**src/rtl/solver_pkg.sv**
```systemverilog
// Shared defaults and arbiter state type for the image memory arbiter.
package solver_pkg;

  localparam int unsigned DEF_NUM_REQ = 4;
  localparam int unsigned DEF_ADDR_W  = 19;
  localparam int unsigned DEF_DATA_W  = 10;
  localparam int unsigned DEF_RD_LAT  = 2;

  typedef enum logic {
    IDLE,
    LOCKED
  } arb_state_t;

endpackage

```
**src/rtl/rr_pick.sv**
```systemverilog
// Combinational round-robin picker: first set request at or after i_start, wrapping.
module rr_pick #(
  parameter int unsigned N = 4
) (
  input  logic [N-1:0]         i_req,
  input  logic [$clog2(N)-1:0] i_start,
  output logic [N-1:0]         o_grant,
  output logic [$clog2(N)-1:0] o_idx,
  output logic                 o_any
);

  localparam int unsigned IW = $clog2(N);

  logic [IW-1:0] w_j;

  always_comb begin
    o_grant = '0;
    o_idx   = '0;
    o_any   = 1'b0;
    w_j     = '0;
    for (int unsigned k = 0; k < N; k++) begin
      w_j = IW'((32'(i_start) + k) % N);
      if (!o_any && i_req[w_j]) begin
        o_any        = 1'b1;
        o_idx        = w_j;
        o_grant[w_j] = 1'b1;
      end
    end
  end

endmodule

```
**src/rtl/image_mem_arbiter.sv**
```systemverilog
// Round-robin arbiter sharing one image memory port between solver requesters,
// with burst locking and in-order read response routing.
module image_mem_arbiter
  import solver_pkg::*;
#(
  parameter int unsigned NUM_REQ = DEF_NUM_REQ,
  parameter int unsigned ADDR_W  = DEF_ADDR_W,
  parameter int unsigned DATA_W  = DEF_DATA_W,
  parameter int unsigned RD_LAT  = DEF_RD_LAT
) (
  input  logic                         clk,
  input  logic                         reset,
  input  logic [NUM_REQ-1:0]           req_val,
  input  logic [NUM_REQ-1:0]           req_burst,
  input  logic [NUM_REQ-1:0]           req_we,
  input  logic [NUM_REQ*ADDR_W-1:0]    req_addr,
  input  logic [NUM_REQ*DATA_W-1:0]    req_wdata,
  output logic [NUM_REQ-1:0]           req_ack,
  output logic [NUM_REQ-1:0]           rsp_val,
  output logic [DATA_W-1:0]            rsp_data,
  output logic [ADDR_W-1:0]            mem_addr,
  output logic                         mem_we,
  output logic [DATA_W-1:0]            mem_wdata,
  input  logic [DATA_W-1:0]            mem_rdata,
  output logic [$clog2(NUM_REQ)-1:0]   which_mem,
  output logic [7:0]                   debug_count
);

  localparam int unsigned IW = $clog2(NUM_REQ);

  arb_state_t                  r_state;
  logic [IW-1:0]               r_owner;
  logic [IW-1:0]               r_last;
  logic [NUM_REQ-1:0]          r_ack;
  logic [NUM_REQ-1:0]          r_rsp_val;
  logic [DATA_W-1:0]           r_rsp_data;
  logic [ADDR_W-1:0]           r_addr;
  logic                        r_we;
  logic [DATA_W-1:0]           r_wdata;
  logic [IW-1:0]               r_which;
  logic [7:0]                  r_count;
  logic [RD_LAT:0]             r_tag_v;
  logic [RD_LAT:0][IW-1:0]     r_tag_idx;

  logic [ADDR_W-1:0]           w_addr_arr  [NUM_REQ];
  logic [DATA_W-1:0]           w_wdata_arr [NUM_REQ];
  logic [NUM_REQ-1:0]          w_owner_mask;
  logic [NUM_REQ-1:0]          w_elig;
  logic [NUM_REQ-1:0]          w_grant;
  logic [IW-1:0]               w_idx;
  logic [IW-1:0]               w_start;
  logic                        w_any;
  logic                        w_rd_issue;

  for (genvar g = 0; g < NUM_REQ; g++) begin : g_unpack
    assign w_addr_arr[g]  = req_addr[g*ADDR_W +: ADDR_W];
    assign w_wdata_arr[g] = req_wdata[g*DATA_W +: DATA_W];
  end

  // A requester acked this cycle is not eligible, so a held request re-issues every other cycle.
  always_comb begin
    w_owner_mask          = '0;
    w_owner_mask[r_owner] = 1'b1;
    w_elig                = req_val & ~r_ack;
    if (r_state == LOCKED) begin
      w_elig = w_elig & w_owner_mask;
    end
  end

  assign w_start    = (r_last == IW'(NUM_REQ - 1)) ? '0 : r_last + IW'(1);
  assign w_rd_issue = w_any & ~req_we[w_idx];

  rr_pick #(
    .N (NUM_REQ)
  ) u_rr_pick (
    .i_req   (w_elig),
    .i_start (w_start),
    .o_grant (w_grant),
    .o_idx   (w_idx),
    .o_any   (w_any)
  );

  always_ff @(posedge clk) begin
    if (!reset) begin
      r_state    <= IDLE;
      r_owner    <= '0;
      r_last     <= IW'(NUM_REQ - 1);
      r_ack      <= '0;
      r_rsp_val  <= '0;
      r_rsp_data <= '0;
      r_addr     <= '0;
      r_we       <= 1'b0;
      r_wdata    <= '0;
      r_which    <= '0;
      r_count    <= '0;
      r_tag_v    <= '0;
      r_tag_idx  <= '0;
    end else begin
      r_ack <= w_grant;
      if (r_ack != '0) begin
        r_count <= r_count + 8'd1;
      end

      // Stage 0 holds the tag of the access currently on the memory port.
      r_tag_v   <= {r_tag_v[RD_LAT-1:0], w_rd_issue};
      r_tag_idx <= {r_tag_idx[RD_LAT-1:0], w_idx};

      r_rsp_val <= '0;
      if (r_tag_v[RD_LAT]) begin
        r_rsp_val[r_tag_idx[RD_LAT]] <= 1'b1;
        r_rsp_data                   <= mem_rdata;
      end

      if (w_any) begin
        r_we    <= req_we[w_idx];
        r_addr  <= w_addr_arr[w_idx];
        r_wdata <= w_wdata_arr[w_idx];
        r_which <= w_idx;
        r_last  <= w_idx;
        if (req_burst[w_idx]) begin
          r_state <= LOCKED;
          r_owner <= w_idx;
        end else begin
          r_state <= IDLE;
        end
      end else begin
        r_we <= 1'b0;
        if (r_state == LOCKED && !req_val[r_owner] && !r_ack[r_owner]) begin
          r_state <= IDLE;
        end
      end
    end
  end

  assign req_ack     = r_ack;
  assign rsp_val     = r_rsp_val;
  assign rsp_data    = r_rsp_data;
  assign mem_addr    = r_addr;
  assign mem_we      = r_we;
  assign mem_wdata   = r_wdata;
  assign which_mem   = r_which;
  assign debug_count = r_count;

endmodule

```
**config.mk**
```make
export PLATFORM = sky130hd
export DESIGN_NAME = image_mem_arbiter
export DESIGN_NICKNAME = d
export VERILOG_FILES = /design/src/rtl/solver_pkg.sv /design/src/rtl/rr_pick.sv /design/src/rtl/image_mem_arbiter.sv
export SDC_FILE = /design/constraint.sdc
export NUM_CORES = 1
export LEC_CHECK = 0
export CORE_MARGIN = 4
export CORE_UTILIZATION = 42
export CTS_CLUSTER_SIZE = 12
export DETAILED_ROUTE_END_ITERATION = 12
export PLACE_DENSITY = 0.94
export SETUP_SLACK_MARGIN = 0.02
export SYNTH_ARGS = -nofsm -noshare
export SYNTH_HDL_FRONTEND = slang
export SYNTH_SLANG_ARGS = --single-unit
```
**constraint.sdc**
```tcl
create_clock -name clk -period 4.6 [get_ports clk]
set_input_delay 0.46 -clock clk [delete_from_list [all_inputs] [get_ports clk]]
set_output_delay 0.46 -clock clk [all_outputs]
set_load 0.01 [all_outputs]
```
==> results.md <==
- Worst path slowest cell: a311o_2
- Core region area: 0.00977 mm²
- Largest net degree at the start of global routing: 35
- Async SR Flop Fraction: 0
- Global-route wire length before repair: 22000 µm
- Num CTS Buffers: 9
- FF-to-FF setup slack: roughly 0.79 ns
- Status: finished clean
- Clk_skew: 0.0107 ns
- Die area: ~0.012 mm²
- Top delay family on crit path: compound AO/OA/AOI/OAI gates
- Post-CTS Resized: 0
- Synthesized area: ~0.0042 mm²
- Pwr Density: 752 mW/mm²
- Nets: approximately 800
- Via/cell ratio: 5.69
- Post-synth top flop: dfxtp_1
- Initial antenna violation count: 0
- Hold Path Depth: 1
- Number of diodes: 0
- Detailed Routing Iterations Pass 1: 5
- Post-route ant nets: 0
- Area growth, synth to finish: 53.9%
- Crit path DAT: a little over 4 ns
- #FFs+latches synth: about 70
- Worst hold path class: reg2reg
- Startpoint Class: flop
- Sequential fraction of the synthesis area: 0.341
- Final Setup Violations: 0
- Max-Cap Viols: 0
- Min Tclk post-route: around 3.8 ns
- Syn_nets: 613
- Total Routing Usage GR: 0.236
- Slowest stage delay, CP: between 0.4 and 0.5 ns
- Vias in the first global route: about 4.5k
- Vias: 4474
- Gr ovfl total: 0
- Leading area contributor after synthesis: dfxtp_1
- CP max FO: 18
- LEAKAGE: 2.55 nW
- CP cell instances: inv_1, ha_1, nor2_2, a211oi_1, a311oi_2, a21oi_4, a311o_2, nor2_8, buf_4, mux2i_1, a221o_1, o21ai_1
- DRT iter0 DRCs: ~220
- I/O Pins: ~200
- Final period utilization: 0.829
- Hold_sp: r_tag_idx[2]
- Post-CTS setup buffers: 0
- EDFF count, synth: 0
- Total wire length: roughly 14000 µm
- Share of layout cells above drive strength 1: 0.0643
- Gate Count Post-Synth: 464
- Post-route setup TNS: 0 ns
- FP Rows: 36
- F_max: roughly 260 MHz
- Worst slew pin tran: about 1.2 ns
- Reg2Reg Depth: 12
- Port bufs: ~200
- WP data required: ~4.9 ns
- Count leader, synth: mux2i_1
- Detailed Place HPWL: around 11000 µm
- Final hold vios: 0
- Syn avg cell area: roughly 9.1 µm²
- Crit Path Category: reg2reg
- Pins Over Slew Limit: 0
- Number of fill cells: 802
- RePlAce Congestion: a little over 0.9
- Hold Path End: r_tag_idx[4]
- Root Buffer: clkbuf_8
- Post-synth cell types: 56
- Top cell type's share of synthesized area: 0.341
- Number of H-tree levels: 3
- Routed len/inst: 18.2 µm
- Maximum VDD drop: about 0.00045 V
- Worst R2R End: mem_addr[16]
- Worst relative slew slack: 0.175
- Critical path endpoint category: flop
- Die H: 108 µm
- Hold Buf Count CTS: 0
- Finished Layout Cells: 786
- CTS tree: done
- Inst Count DP: 770
- Most frequent cells after synthesis: mux2i_1 (74), dfxtp_1 (72), nand2_1 (44)
- Hold slack final: roughly 0.44 ns
- Worst-path clk slew: about 0.08 ns
- Initial Util: 0.433
- Worst flop-to-flop path startpoint: r_last[0]
- Die width: 108 µm
- Crit path buf inv count: 2
- Clock sink count: 72
- RSZ-0062 raised after global routing: no
- Synth Warn #: 0
- DRC: 0
- Largest cells by area after synthesis: dfxtp_1 (34%), mux2i_1 (18%), a221o_1 (6.9%), o22ai_1 (4.3%), nand2_1 (3.9%)
- Max Root-Sink Buffers: 2
- Worst-Skew Late Latency: 0.35 ns
where the power goes:
group / switching [W] / total (W) / internal (W)
Sequential: 0.000136 / 0.000963 / 0.000827
Combinational: 0.00185 / 0.00341 / 0.00156
Clock: 0.000259 / 0.000516 / 0.000257
per-stage QoR:
stage / area [µm²] / power, W / setup slack (ns) / utilization
after detailed placement: 6300 / 0.00436 / 0.864 / 0.645
after global routing: 6510 / 0.00522 / 0.544 / 0.666
after global placement: 6300 / 0.00425 / 0.877 / 0.645
after floorplan: 4230 / 0.00335 / 1.38 / -
after CTS: 6510 / 0.00488 / 0.822 / 0.666
final: 6510 / 0.00489 / 0.786 / 0.666
sequential cells by signal, indices dropped and copies added, names as in the netlist, 3 cells and up:
name and flops:
mem_addr 19, mem_wdata 10, rsp_data 10, debug_count 8, r_tag_idx 6, req_ack 4
rsp_val 4, r_tag_v 3
layout by cell type, fill, tap and decap left out, types with 8 or more instances in the layout:
cell,instances
a221o_1,29
a22oi_1,8
and2_1,19
buf_4,8
clkbuf_8,9
clkdlybuf4s50_1,197
dfxtp_1,72
ha_1,9
mux2i_1,74
nand2_1,44
nor2_1,13
nor2b_1,17
o21ai_1,30
o22ai_1,29
how the worst max path moves through the flow:
| stage | start | end | cells past startpoint |
|---|---|---|---|
| 2_1_floorplan | r_last[0] | r_owner[0] | 11 |
| 3_3_place_gp | r_last[0] | mem_addr[15] | 11 |
| 3_5_place_dp | r_last[0] | mem_addr[16] | 12 |
| 4_1_cts | r_last[0] | mem_addr[16] | 12 |
| 5_1_grt | r_last[0] | mem_addr[16] | 11 |
| 6_report | r_last[0] | mem_addr[16] | 12 |
worst register-to-register path: stages, from the launching register on:
cell and delay [ns]:
dfxtp_1 0.46, inv_1 0.16, ha_1 0.29, nor2_2 0.32
a211oi_1 0.10, a311oi_2 0.43, a21oi_4 0.12, a311o_2 0.49
nor2_8 0.36, buf_4 0.35, mux2i_1 0.14, a221o_1 0.39
o21ai_1 0.14
layer usage:
layer,part of all wire,wire length [µm],GRT usage,vias up
met5,0,0,0,-
met4,0.021,296,0.0938,0
met3,0.088,1260,0.0591,28
met2,0.50,7210,0.424,226
met1,0.39,5530,0.267,2109
li1,-,-,-,2111
area by class of cell:
class / count / area (µm²) / area share
multi-input combinational: 354 / 2630 / 0.403
timing repair buffer: 206 / 2050 / 0.315
sequential: 72 / 1440 / 0.221
tap: 133 / 166 / 0.0256
clock buffer: 9 / 124 / 0.0190
clock inverter: 7 / 80.1 / 0.0123
inverter: 5 / 18.8 / 0.00288
logic make-up (layout without fill, tap and decap cells):
group / count (synthesis) / count (layout) / share of synthesized area
buffers and inverters: 38 / 227 / 0.0408
AND/OR/NAND/NOR: 122 / 122 / 0.151
flip-flops: 72 / 72 / 0.341
AO/OA/AOI/OAI: 137 / 137 / 0.238
adder cells (fa/ha/maj): 9 / 9 / 0.0266
multiplexers: 79 / 79 / 0.188
XOR/XNOR: 7 / 7 / 0.0145
Power figures use the tool's default switching activity.
